File: config.mk
export PLATFORM = sky130hd
export DESIGN_NAME = data_mem_arbiter
export DESIGN_NICKNAME = d
export VERILOG_FILES = /design/src/rtl/data_mem_arbiter_pkg.sv /design/src/rtl/data_mem_arbiter_owner_fifo.sv /design/src/rtl/data_mem_arbiter.sv
export SDC_FILE = /design/constraint.sdc
export NUM_CORES = 1
export LEC_CHECK = 0
export BUFFER_PORTS_ARGS = -buffer_cell sky130_fd_sc_hd__buf_2
export CORE_AREA = 2 2 123 125
export CTS_BUF_LIST = sky130_fd_sc_hd__clkbuf_4 sky130_fd_sc_hd__clkbuf_8 sky130_fd_sc_hd__clkbuf_16
export CTS_CLUSTER_SIZE = 20
export DETAILED_ROUTE_END_ITERATION = 7
export DIE_AREA = 0 0 125 127
export GPL_ROUTABILITY_DRIVEN = 1
export SYNTH_ARGS = -nofsm -noshare
export SYNTH_HDL_FRONTEND = slang
export SYNTH_SLANG_ARGS = --single-unit
File: constraint.sdc
create_clock -name clk_i -period 1.9 [get_ports clk_i]
set_clock_uncertainty 0.05 [all_clocks]
set_input_delay 0.19 -clock clk_i [delete_from_list [all_inputs] [get_ports clk_i]]
set_output_delay 0.19 -clock clk_i [all_outputs]
set_load 0.05 [all_outputs]
File: src/rtl/data_mem_arbiter_pkg.sv
// Shared types and sizing constants for the data-memory arbiter.
package data_mem_arbiter_pkg;

  // Master identifier: 0 = core data port, 1 = auxiliary (debug/DMA) master.
  typedef logic arb_master_id_t;

  localparam arb_master_id_t ARB_CORE = 1'b0;
  localparam arb_master_id_t ARB_AUX  = 1'b1;

  localparam int DATA_ARB_MAX_OUTSTANDING = 2;

endpackage

File: src/rtl/data_mem_arbiter_owner_fifo.sv
// Owner-tracking FIFO: remembers which master issued each accepted transaction
// so responses can be returned in order.
module arb_owner_fifo
  import data_mem_arbiter_pkg::*;
#(
  parameter  int DEPTH = 2,
  localparam int CNT_W = $clog2(DEPTH + 1),
  localparam int PTR_W = (DEPTH > 1) ? $clog2(DEPTH) : 1
) (
  input  logic             clk_i,
  input  logic             rst_ni,
  input  logic             push_i,
  input  logic             id_i,
  input  logic             pop_i,
  output logic             head_o,
  output logic [CNT_W-1:0] count_o,
  output logic             full_o,
  output logic             empty_o
);

  arb_master_id_t   mem_q [DEPTH];
  logic [PTR_W-1:0] wr_ptr_q, wr_ptr_d;
  logic [PTR_W-1:0] rd_ptr_q, rd_ptr_d;
  logic [CNT_W-1:0] count_q, count_d;

  function automatic logic [PTR_W-1:0] ptr_inc(input logic [PTR_W-1:0] p);
    return (p == PTR_W'(DEPTH - 1)) ? '0 : p + PTR_W'(1);
  endfunction

  always_comb begin
    wr_ptr_d = push_i ? ptr_inc(wr_ptr_q) : wr_ptr_q;
    rd_ptr_d = pop_i  ? ptr_inc(rd_ptr_q) : rd_ptr_q;
    count_d  = count_q + CNT_W'(push_i) - CNT_W'(pop_i);
  end

  always_ff @(posedge clk_i or negedge rst_ni) begin
    if (!rst_ni) begin
      wr_ptr_q <= '0;
      rd_ptr_q <= '0;
      count_q  <= '0;
    end else begin
      wr_ptr_q <= wr_ptr_d;
      rd_ptr_q <= rd_ptr_d;
      count_q  <= count_d;
    end
  end

  // Entry storage is only meaningful below count_q, so it needs no reset.
  always_ff @(posedge clk_i) begin
    if (push_i) mem_q[wr_ptr_q] <= id_i;
  end

  assign head_o  = mem_q[rd_ptr_q];
  assign count_o = count_q;
  assign full_o  = (count_q == CNT_W'(DEPTH));
  assign empty_o = (count_q == '0);

endmodule

File: src/rtl/data_mem_arbiter.sv
// Two-master round-robin arbiter in front of the single data-memory port;
// responses are steered back by an in-order owner FIFO.
module data_mem_arbiter
  import data_mem_arbiter_pkg::*;
#(
  parameter int ADDR_W          = 32,
  parameter int DATA_W          = 32,
  parameter int MAX_OUTSTANDING = DATA_ARB_MAX_OUTSTANDING
) (
  input  logic                clk_i,
  input  logic                rst_ni,
  input  logic                m0_req_i,
  output logic                m0_gnt_o,
  output logic                m0_rvalid_o,
  input  logic [ADDR_W-1:0]   m0_addr_i,
  input  logic                m0_we_i,
  input  logic [DATA_W/8-1:0] m0_be_i,
  input  logic [DATA_W-1:0]   m0_wdata_i,
  output logic [DATA_W-1:0]   m0_rdata_o,
  input  logic                m1_req_i,
  output logic                m1_gnt_o,
  output logic                m1_rvalid_o,
  input  logic [ADDR_W-1:0]   m1_addr_i,
  input  logic                m1_we_i,
  input  logic [DATA_W/8-1:0] m1_be_i,
  input  logic [DATA_W-1:0]   m1_wdata_i,
  output logic [DATA_W-1:0]   m1_rdata_o,
  output logic                s_req_o,
  input  logic                s_gnt_i,
  input  logic                s_rvalid_i,
  output logic [ADDR_W-1:0]   s_addr_o,
  output logic                s_we_o,
  output logic [DATA_W/8-1:0] s_be_o,
  output logic [DATA_W-1:0]   s_wdata_o,
  input  logic [DATA_W-1:0]   s_rdata_i,
  output logic                err_o
);

  localparam int CNT_W = $clog2(MAX_OUTSTANDING + 1);

  arb_master_id_t sel;
  logic           sel_req, handshake, pop;
  logic           fifo_head, fifo_full, fifo_empty;
  logic [CNT_W-1:0] fifo_cnt;

  arb_master_id_t last_ptr_q, last_ptr_d;
  arb_master_id_t lock_id_q, lock_id_d;
  logic           lock_q, lock_d;
  logic           err_q, err_d;

  // A locked selection is held until granted; otherwise a tie goes to the
  // master that did not win the previous handshake.
  always_comb begin
    sel = ARB_CORE;
    if (lock_q)                      sel = lock_id_q;
    else if (m0_req_i && m1_req_i)   sel = ~last_ptr_q;
    else if (m1_req_i)               sel = ARB_AUX;
  end

  assign sel_req   = (sel == ARB_AUX) ? m1_req_i : m0_req_i;
  assign s_req_o   = sel_req & ~fifo_full;
  assign handshake = s_req_o & s_gnt_i;

  assign s_addr_o  = (sel == ARB_AUX) ? m1_addr_i  : m0_addr_i;
  assign s_we_o    = (sel == ARB_AUX) ? m1_we_i    : m0_we_i;
  assign s_be_o    = (sel == ARB_AUX) ? m1_be_i    : m0_be_i;
  assign s_wdata_o = (sel == ARB_AUX) ? m1_wdata_i : m0_wdata_i;

  assign m0_gnt_o  = handshake & (sel == ARB_CORE);
  assign m1_gnt_o  = handshake & (sel == ARB_AUX);

  assign pop         = s_rvalid_i & ~fifo_empty;
  assign m0_rvalid_o = s_rvalid_i & (fifo_cnt != '0) & (fifo_head == ARB_CORE);
  assign m1_rvalid_o = s_rvalid_i & (fifo_cnt != '0) & (fifo_head == ARB_AUX);
  assign m0_rdata_o  = s_rdata_i;
  assign m1_rdata_o  = s_rdata_i;

  always_comb begin
    lock_d     = lock_q;
    lock_id_d  = lock_id_q;
    last_ptr_d = last_ptr_q;
    if (handshake) begin
      lock_d     = 1'b0;
      last_ptr_d = sel;
    end else if (s_req_o) begin
      lock_d    = 1'b1;
      lock_id_d = sel;
    end
    err_d = err_q | (s_rvalid_i & fifo_empty);
  end

  always_ff @(posedge clk_i or negedge rst_ni) begin
    if (!rst_ni) begin
      last_ptr_q <= ARB_AUX;
      lock_id_q  <= ARB_CORE;
      lock_q     <= 1'b0;
      err_q      <= 1'b0;
    end else begin
      last_ptr_q <= last_ptr_d;
      lock_id_q  <= lock_id_d;
      lock_q     <= lock_d;
      err_q      <= err_d;
    end
  end

  assign err_o = err_q;

  arb_owner_fifo #(.DEPTH(MAX_OUTSTANDING)) u_owner_fifo (
    .clk_i   (clk_i),
    .rst_ni  (rst_ni),
    .push_i  (handshake),
    .id_i    (sel),
    .pop_i   (pop),
    .head_o  (fifo_head),
    .count_o (fifo_cnt),
    .full_o  (fifo_full),
    .empty_o (fifo_empty)
  );

endmodule

Word-level counts from Yosys, hierarchy flattened
Memory sizes are Yosys's and may differ from the RTL's.
Index checks and enable logic that the tools add are counted.
{ "word_totals": {"mem_bits_rw": 2, "in_bits": 176, "regBits": 8, "n_memories": 1} }
{ "op_classes": {"bitwise_logic": 16, "mux": 14, "n_reduce_logical": 5, "n_addsub": 4, "n_eq_ne": 1} }
{ "memory_table": {"columns": ["memory", "depth", "width", "rd", "rd_clocked_by_memory_dff", "write_ports", "line", "source"], "rows": [
  ["u_owner_fifo.mem_q", 2, 1, 1, 0, 1, "data_mem_arbiter_owner_fifo.sv:21", "arb_master_id_t mem_q [DEPTH];"]
]} }
{ "op_table": {"columns": ["cell", "count"], "rows": [
  ["2-to-1 mux 32 bit", 2],
  ["2-to-1 mux 1 bit", 11],
  ["AND 1 bit", 9],
  ["inverter 1 bit", 6],
  ["2-to-1 mux 4 bit", 1],
  ["nonzero test 2 bit", 2],
  ["adder 1 bit, second input constant", 2],
  ["adder 2 x 1 -> 2 bit", 1],
  ["== test 2 bit, second input constant", 1],
  ["logical NOT 2 bit", 1],
  ["AND reduction 2 bit", 1],
  ["subtractor 2 x 1 -> 2 bit", 1],
  ["logical AND 1 bit", 1],
  ["bitwise OR 1 bit", 1]
]} }

Longest topological paths before layout
{ "logic_depth": {"depth_word": 8, "mapped_depth": 6, "ltp_nobuf": 5} }

Cells and area by module
A second synthesis with hierarchy kept.
{ "unflattened": {"hier_cells": 185, "area_unflattened_um2": 1871.8} }
{ "by_module_without_submodules": {"columns": ["module", "cells_per_inst", "seq_area_each_um2", "area_per_inst_um2", "instances"], "rows": [
  ["data_mem_arbiter", 167, 101.3, 1604.0, 1],
  ["arb_owner_fifo", 18, 160.2, 267.8, 1]
]} }

Worst setup path after synthesis
No wires, ideal clock.
{ "synth_path": {"path_kind": "register to output", "startpoint": "register last_ptr_q", "endpoint": "output port m0_gnt_o", "path_stages_with_launch": 7, "path_slack_ns": -0.101, "arrival_ns": 1.761, "path_cell_list": "dfstp_2 -> nand2_1 -> a21boi_2 -> buf_12 -> buf_12 -> inv_1 -> nor2_1"} }
{ "synth_via": {"elab_chain_len": 7, "word_cells_on_any_way": 8, "cone_classes": "mux: 3; bitwise: 5"} }
{ "synth_lines": {"columns": ["item", "line", "source"], "rows": [
  ["start, declared", "data_mem_arbiter.sv:46", "arb_master_id_t last_ptr_q, last_ptr_d;"],
  ["start signal, assigned", "data_mem_arbiter.sv:99", "last_ptr_q <= last_ptr_d;"],
  ["inverter 1 bit *", "data_mem_arbiter.sv:56", "else if (m0_req_i && m1_req_i) sel = ~last_ptr_q;"],
  ["2-to-1 mux 1 bit *", "data_mem_arbiter.sv:56", null],
  ["2-to-1 mux 1 bit *", "data_mem_arbiter.sv:55", "if (lock_q) sel = lock_id_q;"],
  ["named net sel", "data_mem_arbiter.sv:41", "arb_master_id_t sel;"],
  ["2-to-1 mux 1 bit", "data_mem_arbiter.sv:60", "assign sel_req = (sel == ARB_AUX) ? m1_req_i : m0_req_i;"],
  ["AND 1 bit", "data_mem_arbiter.sv:61", "assign s_req_o = sel_req & ~fifo_full;"],
  ["AND 1 bit", "data_mem_arbiter.sv:62", "assign handshake = s_req_o & s_gnt_i;"],
  ["AND 1 bit *", "data_mem_arbiter.sv:69", "assign m0_gnt_o = handshake & (sel == ARB_CORE);"],
  ["end, declared", "data_mem_arbiter.sv:13", "output logic m0_gnt_o,"]
]} }
Mark *: on every way through the listed nets, which the timed path passes. The rest lies on a longest branch.

Final worst setup path
{ "layout_path": {"startpoint": "register last_ptr_q", "endpoint": "output port s_addr_o[6]"} }
{ "layout_via": {"elab_chain_len": 4} }
{ "layout_lines": {"columns": ["item", "line", "source"], "rows": [
  ["inverter 1 bit", "data_mem_arbiter.sv:56", null],
  ["2-to-1 mux 1 bit", "data_mem_arbiter.sv:56", null],
  ["2-to-1 mux 1 bit", "data_mem_arbiter.sv:55", null],
  ["2-to-1 mux 32 bit", "data_mem_arbiter.sv:64", "assign s_addr_o = (sel == ARB_AUX) ? m1_addr_i : m0_addr_i;"],
  ["end, declared", "data_mem_arbiter.sv:31", "output logic [ADDR_W-1:0] s_addr_o,"]
]} }
Every way passes these cells.

==> metrics.md <==
| Metric | Value |
|---|---|
| Status | `complete, but fails checks` |
| Failing checks | `setup timing` |
| Critical Path RT | `around 1.7 ns` |
| Min-delay worst type | `input pin to register` |
| Post-synth EDFFs | `2` |
| TritonCTS Sinks | `10` |
| Final setup viols | `71` |
| Total wire length | `8.14 mm` |
| Total grt overflow | `0` |
| Layout cells sized above 1 | `0.900` |
| Fraction of registers with async set/reset | `0.800` |
| Final Slew Violations | `0` |
| Per-cell routed wire length | `14.7 um` |
| Placer Congestion | `approximately 0.67` |
| Largest area contributor in the netlist | `mux2_4` |
| RSZ-0062 raised after global routing | `yes` |
| Mapped Cells | `188` |
| Max Cap Violations | `0` |
| Sw Pwr | `between 3000 and 4000 uW` |
| Hold violation count in the final report | `0` |
| Yosys warns | `0` |
| Dpl hpwl | `between 6 and 7 mm` |
| Clock-pin transition on the worst setup and hold timing paths | `~0.040 ns` |
| R2R Setup Slk | `0.16 ns` |
| Clock Power Share | `0.054` |
| Static leakage | `~0.0021 uW` |
| Die area | `0.0159 mm2` |
| Switching share of total power | `0.485` |
| Worst setup margin | `-0.224 ns` |
| H-tree Lvls | `1` |
| Startpoint types | `register` |
| Hold Path Depth | `2` |
| Via count | `2047` |
| Chip height | `127 um` |
| Area Overhead vs Synth | `79.3%` |
| CTS Buf Count | `3` |
| Core region area | `0.0144 mm2` |
| Clock Latency Late Sink | `0.24 ns` |
| PD cells | `roughly 2000 mW/mm2` |
| Top post-synthesis cells by area | `mux2_4 46%, buf_4 22%, dfrtp_1 8.0%, buf_12 7.3%, edfxtp_1 2.7%` |
| CP Capture Type | `primary output` |
| First DRT Iteration DRCs | `34` |
| Total Routing Usage GR | `0.0917` |
| Worst Hold Margin | `~0.13 ns` |
| Comb pwr share | `0.894` |
| Top delay family on crit path | `buffers and inverters` |
| TritonCTS clock tree | `built` |
| CP arrival | `1.88 ns` |
| Post-DRT Antenna Nets | `0` |
| Netlist Area Pre-Place | `0.00219 mm2` |
| WHS Endpoint | `err_o` |
| R2r startpoint | `last_ptr_q` |
| Dominant synthesized flop cell | `dfrtp_1` |
| Crit path time final | `2.12 ns` |
| Rows | `44` |
| Flops & latches, synth | `10` |
| Vias per cell | `3.70` |
| Root buf cell | `clkbuf_16` |
| Reg2Reg Depth | `9` |
| Rel. slew slack | `0.648` |
| VDD IR-drop max | `0.000572 V` |
| Fmax | `0.471 GHz` |
| Initial Utilization | `0.152` |
| Max FO, Critical Path | `6` |
| Worst-Margin Slew | `0.522 ns` |
| Fin crit share | `1.12` |
| Mean Syn Cell Area | `11.7 um2` |
| CP Class | `register to primary output` |
| Filler instances | `1504` |
| Residual DRC count | `0` |
| RR Endpoint | `last_ptr_q` |
| Clock buffer depth | `2` |
| PortBufs | `roughly 220` |
| CP Cell Sequence | `nand2_2 > a21boi_4 > buf_12 > buf_12 > clkbuf_16 > mux2_4 > buf_6` |
| Worst path most repeated cell | `buf_12` |
| Netlist cell types | `32` |
| Initial antenna violation count | `0` |
| Die width | `125 um` |
| Internal power | `4030 uW` |
| Register area share after synthesis | `0.119` |
| Sequential power share | `0.052` |
| Syn Nets | `365` |
| DRT Pass-1 Iters | `4` |
| Synth top area share | `0.459` |
| Nets | `547` |
| First-pass GRT wire length | `11.5 mm` |
| # IOs | `roughly 320` |
| Vias in the first global route | `around 2.1k` |
| Final design utilization | `0.272` |
| Biggest cell delay along the critical path | `0.53 ns` |
| Bufs and invs on worst path | `4` |
| Hold Crit Start | `s_rvalid_i` |
| Crit-path slowest cell | `dfstp_2` |
| # diodes | `0` |
| Largest net degree at the start of global routing | `16` |
## logic make-up after synthesis
logic type / synth area share
fa+ha+maj: 0.00571
mux: 0.474
xor+xnor: 0.0200
buf+inv: 0.298
compound gates: 0.0451
flops: 0.119
simple gates: 0.0383
## stage by stage
stage / instance area (um2) / setup TNS (ns) / total power (uW) / std cells / worst slack (ns)
final: 3930 / -13.70 / 7830 / 553 / -0.224
after global routing: 3930 / -17.00 / 8130 / 553 / -0.272
after CTS: 3790 / -15.12 / 7510 / 548 / -0.268
after detailed placement: 3050 / -1.69 / 5730 / 536 / -0.0528
after global placement: 3050 / -0.257 / 5720 / 536 / -0.0220
after floorplan: 2190 / 0 / 5220 / 188 / 0.119
## how the worst max path moves through the flow
stage          cells past startpoint            end  startpoint  slack [ns]
5_1_grt                            7    s_addr_o[0]  last_ptr_q       -0.27
2_1_floorplan                      6       m0_gnt_o  last_ptr_q        0.12
3_3_place_gp                       6  s_wdata_o[29]  last_ptr_q       -0.02
4_1_cts                            7  s_wdata_o[21]  last_ptr_q       -0.27
3_5_place_dp                       6      s_be_o[3]  last_ptr_q       -0.05
6_report                           7    s_addr_o[6]  last_ptr_q       -0.22
## power by group through the flow
stage | Sequential, uW | Combinational (uW) | Clock (uW)
2_1_floorplan | 392 | 4830 | 0
3_3_place_gp | 404 | 5320 | 0
3_5_place_dp | 405 | 5320 | 0
4_1_cts | 403 | 6680 | 431
5_1_grt | 412 | 7280 | 442
6_report | 403 | 7000 | 425
## layout make-up
type                    count  area (um2)  area share
well taps                 184         230      0.0586
repair buffers            249        2020       0.514
multi-input cells         103        1310       0.334
clock buffers               4        88.8      0.0226
flip-flops and latches     10         262      0.0666
inverters                   3        13.8     0.00350
## synth_stat cells (2+ instances only)
| library cell | number |
|---|---|
| buf_4 | 64 |
| dfrtp_1 | 7 |
| mux2_4 | 67 |
| edfxtp_1 | 2 |
| nor2_1 | 5 |
| o21ai_0 | 3 |
| inv_1 | 3 |
| buf_12 | 8 |
| mux2_2 | 2 |
| nand2b_1 | 2 |
| xnor2_1 | 4 |
## metal layers
metal	share of wire	vias up	global-route usage
met1	0.38	916	0.106
met2	0.51	174	0.160
met5	0	-	0
li1	-	948	-
met3	0.11	9	0.0377
met4	0.0093	0	0.0190
## repair_timing
item	4_1_cts	5_1_grt
pin swaps	4	2
hold buffers	1	0
buffers inserted	6	3
endpoints found under the setup margin	71	71
endpoints found under the hold margin	8	0
gates resized for setup	175	13
gates cloned	1	3
## registers in the layout, summed over array words and instances (netlist names)
register	cells
lock_id_q	1
lock_q	1
u_owner_fifo.rd_ptr_q	1
u_owner_fifo.count_o	2
u_owner_fifo.mem_q	2
last_ptr_q	1
u_owner_fifo.wr_ptr_q	1
err_o	1
## cell usage in the layout (no fill, tap or decap), types with 2 or more instances in the layout
master and count:
nor2_1 3, xnor2_1 4, inv_1 2, edfxtp_1 2
buf_8 22, nand2_2 2, o21ai_0 3, buf_6 63
clkbuf_16 6, buf_4 8, buf_2 147, nor2_4 2
buf_12 5, mux2_4 69, dfrtp_1 7, nand2b_1 2
Power figures use the tool's default switching activity.
